**config.mk**
```make
export PLATFORM = sky130hd
export DESIGN_NAME = ls161_timer_ctrl_flat
export DESIGN_NICKNAME = d
export VERILOG_FILES = /design/src/rtl/ls161_timer_ctrl_if.sv /design/src/rtl/ls161_timer_ctrl.sv /design/src/flat_wrapper.sv
export SDC_FILE = /design/constraint.sdc
export NUM_CORES = 1
export LEC_CHECK = 0
export CELL_PAD_IN_SITES_DETAIL_PLACEMENT = 0
export CELL_PAD_IN_SITES_GLOBAL_PLACEMENT = 1
export CORE_UTILIZATION = 38
export CTS_BUF_LIST = sky130_fd_sc_hd__clkbuf_8
export CTS_CLUSTER_SIZE = 20
export DETAILED_ROUTE_END_ITERATION = 8
export PLACE_DENSITY_LB_ADDON = 0.1
export RECOVER_POWER = 25
export REMOVE_ABC_BUFFERS = 1
export SLEW_MARGIN = 20
export SYNTH_ARGS = -nofsm -noshare
export SYNTH_HDL_FRONTEND = slang
export SYNTH_SLANG_ARGS = --single-unit
```
**constraint.sdc**
```tcl
create_clock -name CLK -period 2.42 [get_ports CLK]
set_input_delay 0.242 -clock CLK [delete_from_list [all_inputs] [get_ports CLK]]
set_output_delay 0.242 -clock CLK [all_outputs]
set_load 0.1 [all_outputs]
```
**src/rtl/ls161_timer_ctrl_if.sv**
```systemverilog
// Host/counter-side signal bundle for the LS161 timer controller.
// master = host plus counter side, slave = the controller itself.
interface ls161_timer_ctrl_if #(
    parameter int WRAP_W = 8
);
    logic              START;
    logic              ABORT;
    logic              PAUSE;
    logic              PERIODIC;
    logic [3:0]        PRELOAD;
    logic [WRAP_W-1:0] NUM_WRAPS;
    logic [3:0]        Q_IN;
    logic              CNT_CLR_n;
    logic              CNT_LOAD_n;
    logic [3:0]        CNT_D;
    logic              CNT_ENP;
    logic              CNT_ENT;
    logic              BUSY;
    logic              EXPIRE;
    logic [WRAP_W-1:0] WRAPS;

    modport master (
        output START, ABORT, PAUSE, PERIODIC, PRELOAD, NUM_WRAPS, Q_IN,
        input  CNT_CLR_n, CNT_LOAD_n, CNT_D, CNT_ENP, CNT_ENT, BUSY, EXPIRE, WRAPS
    );

    modport slave (
        input  START, ABORT, PAUSE, PERIODIC, PRELOAD, NUM_WRAPS, Q_IN,
        output CNT_CLR_n, CNT_LOAD_n, CNT_D, CNT_ENP, CNT_ENT, BUSY, EXPIRE, WRAPS
    );
endinterface

```
**src/rtl/ls161_timer_ctrl.sv**
```systemverilog
// Controller for an external 4-bit LS161 counter: preload, run N wraps (F->0),
// pulse EXPIRE, optionally reload and repeat.
module ls161_timer_ctrl #(
    parameter int WRAP_W = 8
) (
    input  logic              CLK,
    input  logic              CLR,
    ls161_timer_ctrl_if.slave bus
);
    typedef enum logic [1:0] {IDLE, LOAD, RUN, DONE} state_t;

    state_t            state, state_nxt;
    logic [3:0]        preload_q;
    logic [3:0]        q_prev;
    logic              en_prev;
    logic              periodic_q;
    logic [WRAP_W-1:0] target_q;
    logic [WRAP_W-1:0] wraps_q;
    logic [WRAP_W-1:0] wraps_inc;
    logic              wrap;
    logic              start_ok;
    logic              enp, ent;

    // Wrap is seen one cycle late: the F->0 step must have been an enabled count.
    assign wrap      = en_prev & (q_prev == 4'hF) & (bus.Q_IN == 4'h0);
    assign wraps_inc = wraps_q + WRAP_W'(1);
    assign start_ok  = (state == IDLE) & bus.START & ~bus.ABORT;

    always_comb begin
        state_nxt = state;
        case (state)
            IDLE:    if (start_ok) state_nxt = LOAD;
            LOAD:    state_nxt = RUN;
            RUN:     if (wrap && wraps_inc == target_q) state_nxt = DONE;
            DONE:    state_nxt = periodic_q ? LOAD : IDLE;
            default: state_nxt = IDLE;
        endcase
        if (state != IDLE && bus.ABORT) state_nxt = IDLE;
    end

    always_comb begin
        bus.CNT_CLR_n  = 1'b1;
        bus.CNT_LOAD_n = 1'b1;
        bus.CNT_D      = 4'h0;
        bus.BUSY       = 1'b1;
        bus.EXPIRE     = 1'b0;
        enp            = 1'b0;
        ent            = 1'b0;
        case (state)
            IDLE: begin
                bus.CNT_CLR_n = 1'b0;
                bus.BUSY      = 1'b0;
            end
            LOAD: begin
                bus.CNT_LOAD_n = 1'b0;
                bus.CNT_D      = preload_q;
            end
            RUN: begin
                ent = 1'b1;
                enp = ~bus.PAUSE;
            end
            DONE:    bus.EXPIRE = 1'b1;
            default: ;
        endcase
        bus.CNT_ENP = enp;
        bus.CNT_ENT = ent;
        bus.WRAPS   = wraps_q;
    end

    always_ff @(posedge CLK or posedge CLR) begin
        if (CLR) begin
            state      <= IDLE;
            preload_q  <= 4'h0;
            q_prev     <= 4'h0;
            en_prev    <= 1'b0;
            periodic_q <= 1'b0;
            target_q   <= '0;
            wraps_q    <= '0;
        end else begin
            state   <= state_nxt;
            q_prev  <= bus.Q_IN;
            en_prev <= enp & ent;
            if (start_ok) begin
                preload_q  <= bus.PRELOAD;
                periodic_q <= bus.PERIODIC;
                target_q   <= (bus.NUM_WRAPS == '0) ? WRAP_W'(1) : bus.NUM_WRAPS;
            end
            // ABORT freezes WRAPS so the host can read how far the period got.
            if (!bus.ABORT) begin
                if (state == LOAD)
                    wraps_q <= '0;
                else if (state == RUN && wrap)
                    wraps_q <= wraps_inc;
            end
        end
    end
endmodule
```
**src/flat_wrapper.sv**
```systemverilog
// flat-port wrapper written by rule: the top's interface ports become plain ports
module ls161_timer_ctrl_flat 
#(
    parameter int WRAP_W = 8
)
  (CLK, CLR, bus_START, bus_ABORT, bus_PAUSE, bus_PERIODIC, bus_PRELOAD, bus_NUM_WRAPS, bus_Q_IN, bus_CNT_CLR_n, bus_CNT_LOAD_n, bus_CNT_D, bus_CNT_ENP, bus_CNT_ENT, bus_BUSY, bus_EXPIRE, bus_WRAPS);
  ls161_timer_ctrl_if #(.WRAP_W(WRAP_W)) bus_i ();
  input  logic CLK;
  input  logic CLR;
  input wire logic [$bits(bus_i.START)-1:0] bus_START;
  input wire logic [$bits(bus_i.ABORT)-1:0] bus_ABORT;
  input wire logic [$bits(bus_i.PAUSE)-1:0] bus_PAUSE;
  input wire logic [$bits(bus_i.PERIODIC)-1:0] bus_PERIODIC;
  input wire logic [$bits(bus_i.PRELOAD)-1:0] bus_PRELOAD;
  input wire logic [$bits(bus_i.NUM_WRAPS)-1:0] bus_NUM_WRAPS;
  input wire logic [$bits(bus_i.Q_IN)-1:0] bus_Q_IN;
  output wire logic [$bits(bus_i.CNT_CLR_n)-1:0] bus_CNT_CLR_n;
  output wire logic [$bits(bus_i.CNT_LOAD_n)-1:0] bus_CNT_LOAD_n;
  output wire logic [$bits(bus_i.CNT_D)-1:0] bus_CNT_D;
  output wire logic [$bits(bus_i.CNT_ENP)-1:0] bus_CNT_ENP;
  output wire logic [$bits(bus_i.CNT_ENT)-1:0] bus_CNT_ENT;
  output wire logic [$bits(bus_i.BUSY)-1:0] bus_BUSY;
  output wire logic [$bits(bus_i.EXPIRE)-1:0] bus_EXPIRE;
  output wire logic [$bits(bus_i.WRAPS)-1:0] bus_WRAPS;
  assign bus_i.START = bus_START;
  assign bus_i.ABORT = bus_ABORT;
  assign bus_i.PAUSE = bus_PAUSE;
  assign bus_i.PERIODIC = bus_PERIODIC;
  assign bus_i.PRELOAD = bus_PRELOAD;
  assign bus_i.NUM_WRAPS = bus_NUM_WRAPS;
  assign bus_i.Q_IN = bus_Q_IN;
  assign bus_CNT_CLR_n = bus_i.CNT_CLR_n;
  assign bus_CNT_LOAD_n = bus_i.CNT_LOAD_n;
  assign bus_CNT_D = bus_i.CNT_D;
  assign bus_CNT_ENP = bus_i.CNT_ENP;
  assign bus_CNT_ENT = bus_i.CNT_ENT;
  assign bus_BUSY = bus_i.BUSY;
  assign bus_EXPIRE = bus_i.EXPIRE;
  assign bus_WRAPS = bus_i.WRAPS;
  ls161_timer_ctrl #(.WRAP_W(WRAP_W)) u_core (.CLK(CLK), .CLR(CLR), .bus(bus_i));
endmodule
```
==> results.py <==
metrics = {
    "logic_synthesis": {
        "synth_area_leader_cell": "dfrtp_1",
        "ys.warnings.count": 0,
        "yosys_register_bits": 28,
        "synthArstFlopShare_pct": 100,
        "synth_edf_count": 0,
        "yosysMostFrequentCell": "dfrtp_1",
        "synth_area_um2": 1530,
        "synth.distinct_cells": 38,
        "yosysSeqAreaShare_pct": 45.7,
        "ys.flop_type": "dfrtp_1",
        "synth_area_leaders": "dfrtp_1 (46%), mux2_2 (8.8%), ha_1 (4.9%)",
        "syn_area_per_cell_um2": 10.2,
        "syn_inst": 150,
        "synth_top_area_share_pct": 45.7,
        "synth_commonest_cells": "dfrtp_1 (28), nand2_1 (15), mux2_2 (12)",
    },
    "clock_tree": {
        "cts_hold_buffers": 0,
        "cts_tree": "built",
        "cts_buffers": 3,
        "clockRootBuffer": "clkbuf_8",
        "clk_latency_ns": 0.27,
        "cts-htree-levels": 1,
        "cts.sinks": 28,
        "clock_path_buffers": 2,
        "clkSlewWorstSetupHoldPaths_ns": 0.10,
        "cts_resized": 0,
        "post_cts_buffers": 0,
    },
    "floorplanning": {
        "die_h_um": 65.5,
        "die_w_um": 65.5,
        "rows": 22,
        "die_area_um2": 4290,
        "coreArea_um2": 3770,
        "pin_count": 40,
        "initial_core_util_pct": 40.6,
    },
    "route": {
        "wl_per_cell_um": 14.0,
        "drt-total-wl_um": 3350,
        "avgViaCountPerCell": 5.19,
        "drt_iter0_markers": 88,
        "first_pass_iters": 4,
        "detail-route-antenna-nets": 0,
        "drc_errors": 0,
        "vias": 1245,
    },
    "place": {
        "dp.cells": 236,
        "portBuffers": 39,
        "gp_congestion": 0.795,
        "dp_slack_ns": 0.0121,
        "hpwlAfterDp_um": 2580,
    },
    "sta": {
        "setup_violations": 0,
        "hold_viol_final": 0,
        "hold_ws_ns": 0.436,
        "fin_skew_ns": 0.00608,
        "timing.fmax_ghz": 0.454,
        "tightest_slew_ns": 1.53,
        "finalWorstSetupSlack_ns": 0.218,
        "slew_headroom_pct": -2.18,
        "drv_slew": 29,
        "fin_crit_ns": 2.20,
        "timing.final.crit_share_pct": 91.0,
        "rsz0062_at_grt": "no",
    },
    "critical_path": {
        "path_cells": "dlygate4sd3_1, or4_4, nor3_1, o2111ai_1, o41ai_2, a31oi_1, a41o_1",
        "cp_max_fo": 3,
        "rrSetupSlack_ns": 0.33,
        "critPathBufInv": 1,
        "critPathLaunchType": "input port",
        "cp_data_required_time_ns": 2.59,
        "end_kind": "flop",
        "path_delay_family": "compound AO/OA/AOI/OAI gates",
        "critPathMaxStageDelay_ns": 0.55,
        "critPathKind": "input port to flop",
        "cp.arrival_ns": 2.38,
        "crit_slowest_cell": "dlygate4sd3_1",
    },
    "cells_and_area": {
        "nets": 221,
        "fill_cells": 335,
        "antenna_cells": 0,
        "areaGrowthSynthToFinish_pct": 34.9,
        "drive_gt1_share_pct": 23.4,
        "layoutNonFillerInstCount": 240,
    },
    "grt": {
        "grt_pass1_wl_um": 5770,
        "track_usage_pct": 17.8,
        "antenna_found_initial": 0,
        "grt.overflow.total": 0,
        "grt_pass1_vias": 1246,
        "grt_max_degree": 29,
    },
    "status": {
        "violations": "capacitance limit, slew limit",
        "status": "finished with violations",
    },
    "power": {
        "power_leakage_uw": 0.000885,
        "p_per_area_nw_per_um2": 1430,
        "power_uw": 2960,
        "ir_worst_vdd_mv": 0.850,
    },
    "run": {
        "max-cap-violations": 1,
    },
    "hold_path": {
        "min_path_type": "input port to flop",
    },
}
## where the power goes
group,internal [uW],switching (uW)
sequential,634,147
combinational,598,1220
clock,221,146
total,1450,1510
## final timing paths
path	start	end	depth (start not counted)
max in group asynchronous	CLR	u_core.target_q[6]$_DFFE_PP0P_	3
worst max-delay path	bus_Q_IN[0]	u_core.state[0]$_DFFE_PP0P_	7
worst min register to register	u_core.preload_q[1]$_DFFE_PP0P_	u_core.preload_q[1]$_DFFE_PP0P_	1
worst min-delay path	bus_Q_IN[1]	u_core.q_prev[1]$_DFF_PP0_	1
worst max register to register	u_core.bus.WRAPS[2]$_DFFE_PP0P_	u_core.state[0]$_DFFE_PP0P_	6
min in group asynchronous	CLR	u_core.periodic_q$_DFFE_PP0P_	3
## registers in the layout, indices dropped and copies added, names as in the netlist
| signal | count |
|---|---|
| u_core.bus.WRAPS | 8 |
| u_core.target_q | 8 |
| u_core.preload_q | 4 |
| u_core.q_prev | 4 |
| u_core.state | 2 |
| u_core.en_prev | 1 |
| u_core.periodic_q | 1 |
## cell usage in the layout, fill, tap and decap left out, drive strengths merged, types with 3 or more instances in the layout
cell           count
a21oi              7
and2               4
buf               24
clkbuf             4
clkdlybuf4s50     17
dfrtp             28
dlygate4sd3        4
ha                 6
inv                7
mux2              12
nand2             15
nand2b             3
nand3              4
nand3b             3
nor2               4
nor3               4
nor4               3
o21ai              8
o31ai              4
xnor2              5
## per-layer routing
layer | up-vias | track usage [%] | wire length, um
li1 | 618 | - | -
met1 | 597 | 20.8 | 1530
met2 | 28 | 33.0 | 1670
met3 | 2 | 3.30 | 126
met4 | 0 | 4.89 | 29
met5 | - | 0 | 0
## cells by family after synthesis
logic type                 after synthesis  share of synthesized area, %
and+or+nand+nor                         48                          16.7
AOI/OAI and AO/OA                       33                          14.8
DFF                                     28                          45.7
buffers and inverters                   15                          4.41
muxes                                   13                          9.47
xor gates and xnor gates                 7                          4.00
adders and majority gates                6                          4.90
## cell type report
type                            instances  area, um^2  area share [%]
Clock buffer                            3        41.3            2.00
Clock inverter                          1        30.0            1.45
Inverter                                7        26.3            1.27
Multi-Input combinational cell        107         764            37.0
Sequential cell                        28         701            33.9
Tap cell                               48        60.1            2.91
Timing Repair Buffer                   46         444            21.5
## worst reg2reg max path, delay by kind of cell, from the launching register on
kind,cells,cell delay [ns]
compound gates,5,1.09
flops,1,0.58
simple gates,1,0.32
## per-stage QoR
step	utilization, %	cell area (um^2)	TNS [ns]
3_5_place_dp	53.0	2000	0
6_report	54.8	2070	0
4_1_cts	54.9	2070	0
2_1_floorplan	-	1490	-2.56
3_3_place_gp	53.0	2000	0
5_1_grt	54.8	2070	0
(Power assumes the default switching activity.)
==> RTL change 1, RTL diff (config.mk and constraints unchanged) <==
`WRAP_W` is set to 8 in 3 places; all go to 10.
--- a/src/rtl/ls161_timer_ctrl_if.sv
+++ b/src/rtl/ls161_timer_ctrl_if.sv
@@ -1,7 +1,7 @@
 // Host/counter-side signal bundle for the LS161 timer controller.
 // master = host plus counter side, slave = the controller itself.
 interface ls161_timer_ctrl_if #(
-    parameter int WRAP_W = 8
+    parameter int WRAP_W = 10
 );
     logic              START;
     logic              ABORT;
--- a/src/rtl/ls161_timer_ctrl.sv
+++ b/src/rtl/ls161_timer_ctrl.sv
@@ -1,7 +1,7 @@
 // Controller for an external 4-bit LS161 counter: preload, run N wraps (F->0),
 // pulse EXPIRE, optionally reload and repeat.
 module ls161_timer_ctrl #(
-    parameter int WRAP_W = 8
+    parameter int WRAP_W = 10
 ) (
     input  logic              CLK,
     input  logic              CLR,
--- a/src/flat_wrapper.sv
+++ b/src/flat_wrapper.sv
@@ -1,7 +1,7 @@
 // flat-port wrapper written by rule: the top's interface ports become plain ports
 module ls161_timer_ctrl_flat 
 #(
-    parameter int WRAP_W = 8
+    parameter int WRAP_W = 10
 )
   (CLK, CLR, bus_START, bus_ABORT, bus_PAUSE, bus_PERIODIC, bus_PRELOAD, bus_NUM_WRAPS, bus_Q_IN, bus_CNT_CLR_n, bus_CNT_LOAD_n, bus_CNT_D, bus_CNT_ENP, bus_CNT_ENT, bus_BUSY, bus_EXPIRE, bus_WRAPS);
   ls161_timer_ctrl_if #(.WRAP_W(WRAP_W)) bus_i ();
Interface: changed (resized bus_NUM_WRAPS and bus_WRAPS); port bits go from 40 to 44. The function was not compared with the original's and may differ.
==> RTL change 1 against the unedited design <==
- first-iteration DRC count is the same
- wire length increased by 29%
- synthesized area grew 20%
- design area increased by 19%
- combinational power up 7%
- setup slack got worse by 24 ps
- power up 12%
- sequential cell count up 4
- largest cell class unchanged
==> RTL change 1: results (changes against the unedited design) <==
mean area per synthesized cell: 10.14 sq um (-0.76%)
WL met1: 1862 microns (+22%)
Post-Synth Adder-Cell Area: 4.090% (-0.81 points)
DP Worst Slack: 82.72 ps (+70.60 ps)
FF-to-FF path depth: 8 (+2)
largest stage delay on the critical path: 450 ps (-100 ps)
post-synthesis xor/xnor area fraction: 5.249% (+1.2 points)
vias in the first global route: 1548 (+24%)
Final Skew: 7.017 ps (+0.9366 ps)
htree depth: 2 (+1)
vias: 1545 (+24%)
layout cells sized above 1: 26.92% (+3.5 points)
Worst path slowest cell: dfrtp_2
total CTS buffers: 5 (+2)
Placer Congestion: 0.7885 (-0.84%)
DP Wirelength: 3310 microns (+28%)
status: finished, final reports clean
worst path arrival time: 2430 ps (+50 ps)
synthesis-stage register bit count: 32 (+14%)
Clock transition at path regs: 70 ps (-30 ps)
first-pass GRT wire length: 7141 microns (+24%)
diode count: 0 (unchanged)
Slew @ Worst Pin: 464.4 ps (-1068 ps)
met3 Usage GRT: 4.360% (+1.1 points)
routed wl met2: 2261 microns (+36%)
final net count: 263 (+19%)
cell total after placement: 278 (+18%)
largest net degree at the start of global routing: 33 (+14%)
top post-synthesis cells by area: dfrtp_1, mux2_2, ha_1
DR WL/cell: 15.14 microns (+8.5%)
HP Class: input pin to asynchronous set/reset pin
Final Non-Filler Cells: 286 (+19%)
critical-path maximum fanout: 8 (+5)
library cells used by synthesis: 40 (+5.3%)
crit path from: u_core.bus.WRAPS[1]
M1 GR Usage: 21.82% (+1.1 points)
VDD IR max: 1.458 mV (+72%)
list of most frequent post-synthesis cells: dfrtp_1, mux2_2, nand2_1
setup slack, reg-to-reg: 190 ps (-140 ps)
Synth Area in Compound Gates: 15.27% (+0.49 points)
met3 WL: 158 microns (+25%)
hold slack: 486.9 ps (+50.67 ps)
leakage power figure: 0.001035 uW (+17%)
mux cell area share after synthesis: 9.339% (-0.13 points)
Post-CTS Resized: 0 (unchanged)
antenna violations before repair: 0 (unchanged)
I/O Buffers: 43 (+10%)
sequential area share after synthesis: 43.63% (-2.1 points)
GRT Total Usage: 18.45% (+0.61 points)
Filler Cells Inserted: 402 (+20%)
==> RTL change 1: worst max-delay path: cells and delay by family, from the launching register on <==
family | cells | cell delay, ps
flip-flops | 1 | 450
AND/OR/NAND/NOR | 1 | 160
adder cells (fa/ha/maj) | 1 | 260
buffers and inverters | 1 | 170
AO/OA/AOI/OAI | 5 | 1110
==> RTL change 1: report_power, final <==
| part | internal (uW) | switching [uW] |
|---|---|---|
| registers | 716 | 175 |
| clock network | 301 | 199 |
| logic | 678 | 1260 |
| total | 1690 | 1640 |
==> RTL change 1: area by class of cell <==
class	count	area [sq um]	area share, %
Inverter	7	26.28	1.069
Multi-Input combinational cell	132	933.4	37.98
Sequential cell	32	804.5	32.74
Clock inverter	3	38.79	1.578
Timing Repair Buffer	55	520.5	21.18
Clock buffer	5	68.82	2.800
Tap cell	52	65.06	2.648
==> RTL change 1: metrics by stage <==
stage                     area, sq um  setup TNS [ps]
after floorplan                  1760           -3263
after global placement           2346               0
after detailed placement         2346               0
after CTS                        2454               0
after global routing             2457               0
final                            2457               0
==> RTL change 2, RTL diff (config.mk and constraints unchanged) <==
Made on the original files. Re-encode `state_t` (4 states) as Gray code, 2 bits wide.
--- a/src/rtl/ls161_timer_ctrl.sv
+++ b/src/rtl/ls161_timer_ctrl.sv
@@ -7,7 +7,7 @@
     input  logic              CLR,
     ls161_timer_ctrl_if.slave bus
 );
-    typedef enum logic [1:0] {IDLE, LOAD, RUN, DONE} state_t;
+    typedef enum logic [1:0] {IDLE = 2'b00, LOAD = 2'b01, RUN = 2'b11, DONE = 2'b10} state_t;
 
     state_t            state, state_nxt;
     logic [3:0]        preload_q;
Check against the original RTL: no difference found for any inputs over 10 cycles, from zero or initial values; not proved beyond that.
==> RTL change 2 against the unedited design <==
- critical path type is now flip-flop to flip-flop
- synthesized area decreased by 1.8%
- critical path depth decreased by 2
- design area is 8.1% lower
- largest cell class unchanged
- sequential cell count is the same
- wire length decreased by 8.5%
- non-clock buffer count is 5 lower
- worst hold slack better by 71 ps
- the run still ends with capacitance limit, slew limit left
- die area is 1.7% lower
- setup slack improved by 340 ps
- count of clock-buffer cells in the layout rose by 1
Power is not compared: it rests on default switching activity, and its combinational part moved more than twofold at a synthesized area within 25%.
==> RTL change 2: results (changes against the unedited design) <==
Synth Area in Compound Gates: 11.72% (-3.1 points)
largest stage delay on the critical path: 500 ps (-50 ps)
reg2reg end: u_core.state[0]
failing checks: capacitance limit, slew limit
DR WL/cell: 13.86 microns (-0.67%)
Post-Synth Adder-Cell Area: 0.8313% (-4.1 points)
Filler Cells Inserted: 361 (+7.8%)
diode count: 0 (unchanged)
Slew Viols, Final: 29 (unchanged)
total CTS buffers: 3 (unchanged)
list of most frequent post-synthesis cells: dfrtp_1, mux2_2, nand2_1
clk_lat worst skew: 270 ps (about the same)
I/O Buffers: 39 (unchanged)
post-synthesis cell area: 1505 sq um (-1.8%)
htree depth: 1 (unchanged)
DP Wirelength: 2285 microns (-11%)
Worst Hold Path EP: u_core.preload_q[3]
root buffer cell: clkbuf_8
worst path arrival time: 2000 ps (-380 ps)
post-synthesis xor/xnor area fraction: 6.816% (+2.8 points)
cell family with most CP delay: flip-flops
VDD IR max: 0.4065 mV
postcts setup bufs: 0 (unchanged)
vias in the first global route: 1174 (-5.8%)
sequential area share after synthesis: 46.55% (+0.84 points)
Max-Slew Margin vs Limit: -1.975% (+0.21 points)
Cells on Worst Hold Path: 1 (unchanged)
HP Class: flip-flop to flip-flop
mux cell area share after synthesis: 9.643% (+0.17 points)
Clock transition at path regs: 90 ps
critical-path maximum fanout: 8 (+5)
Placer Congestion: 0.7698 (-3.2%)
FF-to-FF path depth: 5 (-1)
final net count: 197 (-11%)
Post-CTS Resized: 0 (unchanged)
first-pass GRT wire length: 5168 microns (-10%)
internal power: 816.4 uW
Final Skew: 3.238 ps (-2.843 ps)
FFs w/ async S/R, synth: 100.0% (unchanged)
DP Worst Slack: 425.7 ps (+413.6 ps)
Final Non-Filler Cells: 221 (-7.9%)
antenna violations before repair: 0 (unchanged)
Hold Crit Start: u_core.preload_q[3]
reg2reg start: u_core.bus.WRAPS[0]
GRT Total Usage: 16.09% (-1.7 points)
Worst path slowest cell: dfrtp_1
Max Cap Viol: 1 (unchanged)
largest net degree at the start of global routing: 29 (unchanged)
library cells used by synthesis: 43 (+13%)
initial DRC count: 82 (-6.8%)
layout cells sized above 1: 24.28% (+0.84 points)
status: complete, but fails checks
vias: 1129 (-9.3%)
mean area per synthesized cell: 11.15 sq um (+9.1%)
top post-synthesis cells by area: dfrtp_1, mux2_2, xnor2_1
setup slack, reg-to-reg: 560 ps (+230 ps)
Placement Cell Area: 1849 sq um (-7.5%)
## RTL change 2: cell types whose count changed in the layout (fill, tap and decap cells not counted), moves of 4 or more
cell	unedited run	this run
nand2_1	15	11
a21oi_1	7	2
ha_1	6	1
buf_12	4	0
o21ai_0	8	4
o21ai_1	0	8
## RTL change 2: worst max path at each step
stage / end / startpoint / slack (ps) / cells past startpoint
final: u_core.state[0] / u_core.bus.WRAPS[0] / 560 / 5
after global routing: u_core.bus.WRAPS[5] / CLR / 230 / 3
after CTS: u_core.state[0] / u_core.bus.WRAPS[0] / 550 / 5
after detailed placement: u_core.bus.WRAPS[5] / bus_Q_IN[1] / 430 / 6
after global placement: u_core.bus.WRAPS[4] / bus_Q_IN[1] / 450 / 6
after floorplan: u_core.state[0] / u_core.state[1] / 7 / 3
## RTL change 2: per-stage QoR
| stage | hold WS (ps) | total power [uW] | utilization [%] |
|---|---|---|---|
| after floorplan | 273.4 | 851.1 | - |
| after global placement | 481.2 | 954.9 | 49.76 |
| after detailed placement | 490.6 | 961.5 | 49.76 |
| after CTS | 339.8 | 1252 | 51.25 |
| after global routing | 506.8 | 1294 | 51.14 |
| final | 506.8 | 1231 | 51.14 |
## RTL change 2: power groups by stage
stage / combinational [uW] / sequential (uW) / clock [uW]
finish: 369 / 577 / 285
global route: 394 / 585 / 314
CTS: 375 / 577 / 299
detailed placement: 375 / 587 / 0
global placement: 370 / 585 / 0
floorplan: 248 / 603 / 0
## RTL change 2: final cells by class
class                   count  area share, %
well taps                  48          3.160
flip-flops and latches     28          36.87
inverters                   5         0.9875
multi-input cells          95          37.33
clock buffers               4          2.897
repair buffers             41          18.76
## RTL change 2: layer usage
metal	wire length, microns	global-route usage [%]
met4	22	4.167
met2	1485	27.99
met1	1414	19.25
met5	0	0
met3	142	4.577
